$ cat src/rtl/ram_responder.sv
// Single-port word RAM behind a valid/ready request channel and a one-deep
// registered read-response channel, with a hardware clear sweep after reset or clr.
module ram_responder #(
  parameter int unsigned       ADDR_W  = 5,
  parameter int unsigned       DATA_W  = 32,
  parameter logic [DATA_W-1:0] CLR_VAL = '0
) (
  input  logic              clk,
  input  logic              rst,
  input  logic              req_valid,
  output logic              req_ready,
  input  logic              req_we,
  input  logic [ADDR_W-1:0] req_addr,
  input  logic [DATA_W-1:0] req_wdata,
  input  logic              clr,
  output logic              rsp_valid,
  input  logic              rsp_ready,
  output logic [DATA_W-1:0] rsp_rdata,
  output logic              busy
);

  typedef enum logic {CLEAR, IDLE} state_t;

  state_t            state;
  logic [ADDR_W-1:0] cnt;
  logic [DATA_W-1:0] mem [2**ADDR_W];
  logic              accept;
  logic              rd_accept;
  logic              wr_accept;

  // A held response blocks new requests so it can never be overwritten.
  assign req_ready = (state == IDLE) && !clr && (!rsp_valid || rsp_ready);
  assign accept    = req_valid && req_ready;
  assign rd_accept = accept && !req_we;
  assign wr_accept = accept && req_we;

  always_ff @(posedge clk or posedge rst) begin
    if (rst) begin
      state     <= CLEAR;
      cnt       <= '0;
      busy      <= 1'b1;
      rsp_valid <= 1'b0;
      rsp_rdata <= '0;
    end else begin
      case (state)
        CLEAR: begin
          cnt <= cnt + 1'b1;
          if (&cnt) begin
            state <= IDLE;
            busy  <= 1'b0;
          end
        end
        IDLE: begin
          if (clr) begin
            state <= CLEAR;
            cnt   <= '0;
            busy  <= 1'b1;
          end
        end
        default: state <= CLEAR;
      endcase

      if (rd_accept) begin
        rsp_valid <= 1'b1;
        rsp_rdata <= mem[req_addr];
      end else if (rsp_ready) begin
        rsp_valid <= 1'b0;
      end
    end
  end

  // Array has no reset; the sweep owns the write port while clearing.
  always_ff @(posedge clk) begin
    if (state == CLEAR)
      mem[cnt] <= CLR_VAL;
    else if (wr_accept)
      mem[req_addr] <= req_wdata;
  end

endmodule

$ cat config.mk
export PLATFORM = sky130hd
export DESIGN_NAME = ram_responder
export DESIGN_NICKNAME = d
export VERILOG_FILES = /design/src/rtl/ram_responder.sv
export SDC_FILE = /design/constraint.sdc
export NUM_CORES = 1
export LEC_CHECK = 0
export BUFFER_PORTS_ARGS = -buffer_cell sky130_fd_sc_hd__buf_4
export CORE_MARGIN = 5
export CORE_UTILIZATION = 60
export DETAILED_ROUTE_END_ITERATION = 7
export PLACE_DENSITY = 0.78
export SLEW_MARGIN = 20
export SYNTH_ARGS = -nofsm -noshare
export SYNTH_HDL_FRONTEND = slang
export SYNTH_SLANG_ARGS = --single-unit
$ cat constraint.sdc
create_clock -name clk -period 4 [get_ports clk]
set_input_delay 0.4 -clock clk [delete_from_list [all_inputs] [get_ports clk]]
set_output_delay 0.4 -clock clk [all_outputs]
set_load 0.05 [all_outputs]
# --- Yosys cells after proc, flatten, opt, wreduce, memory -nomap -nowiden ---
# Memories as Yosys holds them, arrays and structs flattened. A register that Yosys moved wholly into a read port is not among the register bits.
# Cells that the tools add are included.
word_totals:
  reg_bits: 8
  latchBits: 0
  ramBits: 1024
  rom_bits: 0
  out_inout_bits: 35
  elab_cells: 39
  mem_count: 1
op_classes:
  add_sub_neg: 1
  n_mul: 0
  div_mod_pow: 0
  magnitude_cmp: 0
  n_eq_ne: 2
  shift: 0
  mux: 17
  bitwise_logic: 1
  n_reduce_logical: 13
memory_table:
  columns: ["name", "depth", "width", "read_ports", "rd_ports_with_merged_regs", "wr", "line", "rtl"]
  rows:
  - ["mem", 32, 32, 1, 1, 1, "26", "logic [DATA_W-1:0] mem [2**ADDR_W];"]
ops:
  columns: ["op", "count"]
  rows:
  - ["32-bit two-way mux", 1]
  - ["32-bit OR reduction", 1]
  - ["1-bit two-way mux", 11]
  - ["5-bit two-way mux", 2]
  - ["5-bit one-hot mux with 2 select lines", 1]
  - ["5-bit by 1-bit adder with 5-bit output (second input constant)", 1]
  - ["1-bit logical AND", 5]
  - ["5-bit AND reduction", 1]
  - ["2-bit inequality test (second input constant)", 2]
  - ["1-bit one-hot mux with 2 select lines", 2]
  - ["1-bit zero test", 3]
  - ["2-bit AND reduction", 1]
  - ["2-bit nonzero test", 1]
  - ["1-bit logical OR", 1]
  - ["1-bit NOT", 1]

# --- Logic depth before layout (Yosys ltp) ---
depth:
  word_depth: 10
  depth_mapped: 9

# --- Least setup slack after synthesis ---
# Ideal clock, no wire load.
synth_path:
  path_kind: "flip-flop to flip-flop"
  from: "register rsp_valid"
  to: "memory mem[15][0] (enable)"
  t_arrival_ps: 2750
  required_ps: 3579
  path_slack_ps: 829
  path_stages_with_launch: 6
  period_less_slack_ps: 3171
  path_cell_list: "dfrtp_1 nand2b_1 and4_1 clkbuf_1 a32oi_1 nor2_1"
synth_between:
  elab_chain_len: 10
  word_cells_on_any_way: 11
synth_lines:
  columns: ["item", "line", "rtl"]
  rows:
  - ["start: declaration", "16", "output logic rsp_valid,"]
  - ["start signal: assignment", "42", "rsp_valid <= 1'b0;"]
  - ["start signal: assignment", "64", "rsp_valid <= 1'b1;"]
  - ["start signal: assignment", "67", "rsp_valid <= 1'b0;"]
  - ["1-bit zero test *", "32", "assign req_ready = (state == IDLE) && !clr && (!rsp_valid || rsp_ready);"]
  - ["1-bit logical OR *", "32", null]
  - ["1-bit logical AND *", "32", null]
  - ["1-bit logical AND *", "33", "assign accept = req_valid && req_ready;"]
  - ["1-bit logical AND *", "35", "assign wr_accept = accept && req_we;"]
  - ["1-bit two-way mux *", "76", "else if (wr_accept)"]
  - ["1-bit two-way mux *", "74", "if (state == CLEAR)"]
  - ["1-bit two-way mux (not written as such) *", "77", "mem[req_addr] <= req_wdata;"]
  - ["32-bit OR reduction (no line)", null, null]
  - ["5-bit two-way mux (no line) / 1-bit two-way mux (equally long branches)", null, null]
  - ["end: declaration", "26", null]
# Every way passes the cells marked *; elsewhere a longest branch is shown, timed or not.

# --- Worst setup path after layout ---
layout_path:
  from: "register state"
  to: "memory mem[12][10] (enable)"
layout_between:
  elab_chain_len: 9
  word_cells_on_any_way: 11
layout_lines:
  columns: ["item", "line", "rtl"]
  rows:
  - ["start: declaration", "24", "state_t state;"]
  - ["start signal: assignment", "39", "state <= CLEAR;"]
  - ["start signal: assignment", "49", "state <= IDLE;"]
  - ["start signal: assignment", "55", "state <= CLEAR;"]
  - ["1-bit logical AND (2 in series)", "32", null]
  - ["1-bit logical AND", "33", null]
  - ["1-bit logical AND", "35", null]
  - ["1-bit two-way mux", "76", null]
  - ["1-bit two-way mux", "74", null]
  - ["1-bit two-way mux (not written as such)", "77", null]
  - ["32-bit OR reduction (no line)", null, null]
  - ["5-bit two-way mux (no line) / 1-bit two-way mux (equally long branches)", null, null]
# Several ways; a longest one is shown, not always the timed one.

==> flow_summary.json <==
{
  "status": "complete, no violations",
  "first_pass_iters": 6,
  "drc": 0,
  "grt_max_degree": 83,
  "root_buffer": "clkbuf_16",
  "yosysWarnings": 0,
  "syn_to_final_growth_pct": 13.9,
  "initial_core_util": 0.607,
  "synth_area_leaders": "edfxtp_1 (74%), mux2i_1 (12%), a22oi_1 (4.6%)",
  "grt_setup_unrepaired": "false",
  "worstMarginPinSlew_ns": 1.13,
  "highest_layer": "met4",
  "die_h_um": 274,
  "endpoint_kind": "register",
  "place_hpwl_um": 56600,
  "arrival_ns": 3.70,
  "placedCellCount": 3279,
  "clkTransAtPathRegs_ns": 0.06,
  "timing.fmax_mhz": 297,
  "dr_wl_met2_um": 49800,
  "final_antenna_net_count": 0,
  "drt_iter0_markers": 2960,
  "cts_max_path_buffers": 3,
  "final_cells": 3473,
  "period_share": 0.843,
  "yosys-top-cells-count": "edfxtp_1 (1024), mux2i_1 (512), a22oi_1 (256)",
  "crit_chain": "and2b_1, nand4_1, nor2_1, o2bb2a_1, nor2_4, buf_4",
  "cts_setup_buffers": 0,
  "maxSlewViolCount": 0,
  "gp_congestion": 0.847,
  "grtUsageTotal": 0.261,
  "cts_made_buffers": 100,
  "synth_top_flop_cell": "edfxtp_1",
  "critical-path-top-delay-family": "simple AND/OR/NAND/NOR gates",
  "io_pins": 78,
  "final_cell_area_mm2": 0.0476,
  "numClockSinks": 1064,
  "insertion_delay_ns": 0.66,
  "wl_met3_um": 8890,
  "setup_viol": 0,
  "nets": 2502,
  "syn_inst": 2304,
  "vdd_drop_max_mv": 0.634,
  "grt_pass1_vias": 22900,
  "grt_pass1_wl_um": 146000,
  "path_class": "register to register",
  "slew-limit-headroom": 0.248,
  "port-buffer-count": 77,
  "die_x_um": 274,
  "fin_skew_ns": 0.0230,
  "h-tree-depth": 3,
  "postPlaceCellArea_mm2": 0.0439,
  "fin_crit_ns": 3.37,
  "start_kind": "register",
  "cp.required_ns": 4.33,
  "syn_area_mm2": 0.0418,
  "detail_route.vias_per_cell": 6.48,
  "cts_tree": "done",
  "num_rows": 96,
  "yosys_register_bits": 1064,
  "insertedDiodeCount": 0,
  "syn_nets": 2349,
  "ys_seq_area_frac": 0.760,
  "antenna_found_initial": 1,
  "finalHoldViolCount": 0,
  "power.density_mw_per_mm2": 583,
  "wl_per_cell_um": 28.4,
  "layout-drive-gt1-share": 0.172,
  "cts_resized": 0,
  "gr-total-overflow": 0,
  "synth_edf_count": 1024,
  "postCtsHoldBufs": 3,
  "maxCapViolCount": 0,
  "syn_avg_cell_area_um2": 18.1,
  "tns_ns": 0,
  "crit_fanout": 17,
  "leakagePower_nw": 17.1,
  "cp_num_buf_inv": 1,
  "yosysTopAreaCell": "edfxtp_1",
  "slowest_delay_ns": 0.62,
  "die_area_mm2": 0.0750,
  "num_vias": 22500,
  "synth.top_cell.area_share": 0.736,
  "yosysMostFrequentCell": "edfxtp_1",
  "power_mw": 27.7,
  "wl_met1_um": 36700,
  "hp-class": "input port to register",
  "core_area_mm2": 0.0688,
  "routed_wl_um": 98500,
  "crit_slowest_cell": "dfrtp_1",
  "synth-async-reset-ratio": 0.0376,
  "synth.distinct_cells": 47
}
[worst min-delay path: cells and delay by family]
| kind | cells | cell delay (ns) |
|---|---|---|
| simple gates | 1 | 0.15 |
| compound gates | 1 | 0.12 |
| buf+inv | 1 | 0.07 |
[state kept, by name, summed over array words and instances (netlist names)]
signal,count
busy,1
rsp_rdata,32
state,1
rsp_valid,1
mem,1024
cnt,5
[power by group]
part / total [mW] / internal (mW) / switching [mW] / leakage [nW]
sequential: 13.9 / 13.5 / 0.408 / 10.1
clock: 10.1 / 5.99 / 4.12 / 1.71
combinational: 3.69 / 1.09 / 2.60 / 5.21
total: 27.7 / 20.6 / 7.12 / 17.1
[area by class of cell]
cell class | count | area (um2)
Clock buffer | 123 | 2690
Clock inverter | 64 | 860
Fill cell | 4139 | 21200
Inverter | 7 | 26.3
Multi-Input combinational cell | 1092 | 9290
Sequential cell | 1064 | 31800
Tap cell | 931 | 1160
Timing Repair Buffer | 192 | 1800
[stage by stage]
stage               hold slack, ns  worst slack (ns)  utilization
finish                       0.143             0.629        0.691
detailed placement           0.499             0.727        0.638
global placement             0.490             0.857        0.638
CTS                         0.0958             0.708        0.690
global route                 0.151             0.434        0.691
floorplan                    0.489             0.829            -
[logic make-up after synthesis]
family / synth area share
flops: 0.760
mux: 0.131
fa+ha+maj: 0.000599
buf+inv: 0.0246
simple gates: 0.0174
compound gates: 0.0656
xor+xnor: 0.000419
[layout by cell type (no fill, tap or decap), types with 3 or more instances in the layout]
master	synthesis	final
clkinv_2	0	16
clkbuf_16	0	101
clkbuf_1	27	14
o22ai_1	4	4
clkinv_1	0	9
mux2i_1	512	512
o21ai_0	4	4
a21oi_1	130	130
dlygate4sd3_1	0	3
clkinv_4	0	6
edfxtp_1	1024	1024
buf_4	27	162
nor2_1	40	8
clkinvlp_4	0	10
nor2_4	0	32
buf_12	1	24
and2_1	34	30
nor2b_4	0	4
a31oi_1	6	4
a22oi_1	256	256
inv_1	7	6
clkbuf_8	0	8
dfrtp_1	39	39
nor4_1	32	32
and2_2	0	3
mux2_2	32	32
inv_16	0	3
bufinv_16	0	18
nand2_1	9	8
[per-layer routing]
layer / vias up / global-route usage
li1: 9571 / -
met1: 11400 / 0.348
met2: 1308 / 0.447
met3: 205 / 0.0441
met4: 0 / 0.0843
met5: - / 0
[final timing paths]
path                                          start                        end  slack, ns  depth (start not counted)
setup / recovery                    state$_DFF_PP0_      mem[12][10]$_DFFE_PP_       0.63                          6
hold / removal                            rsp_ready      rsp_valid$_DFFE_PP0P_       0.14                          3
setup reg to reg                    state$_DFF_PP0_      mem[12][10]$_DFFE_PP_       0.63                          6
hold reg to reg            rsp_rdata[5]$_DFFE_PP0P_   rsp_rdata[5]$_DFFE_PP0P_       0.51                          1
max in group asynchronous                       rst   rsp_rdata[6]$_DFFE_PP0P_       2.56                          4
min in group asynchronous                       rst  rsp_rdata[20]$_DFFE_PP0P_       0.58                          3
(Power assumes the default switching activity.)
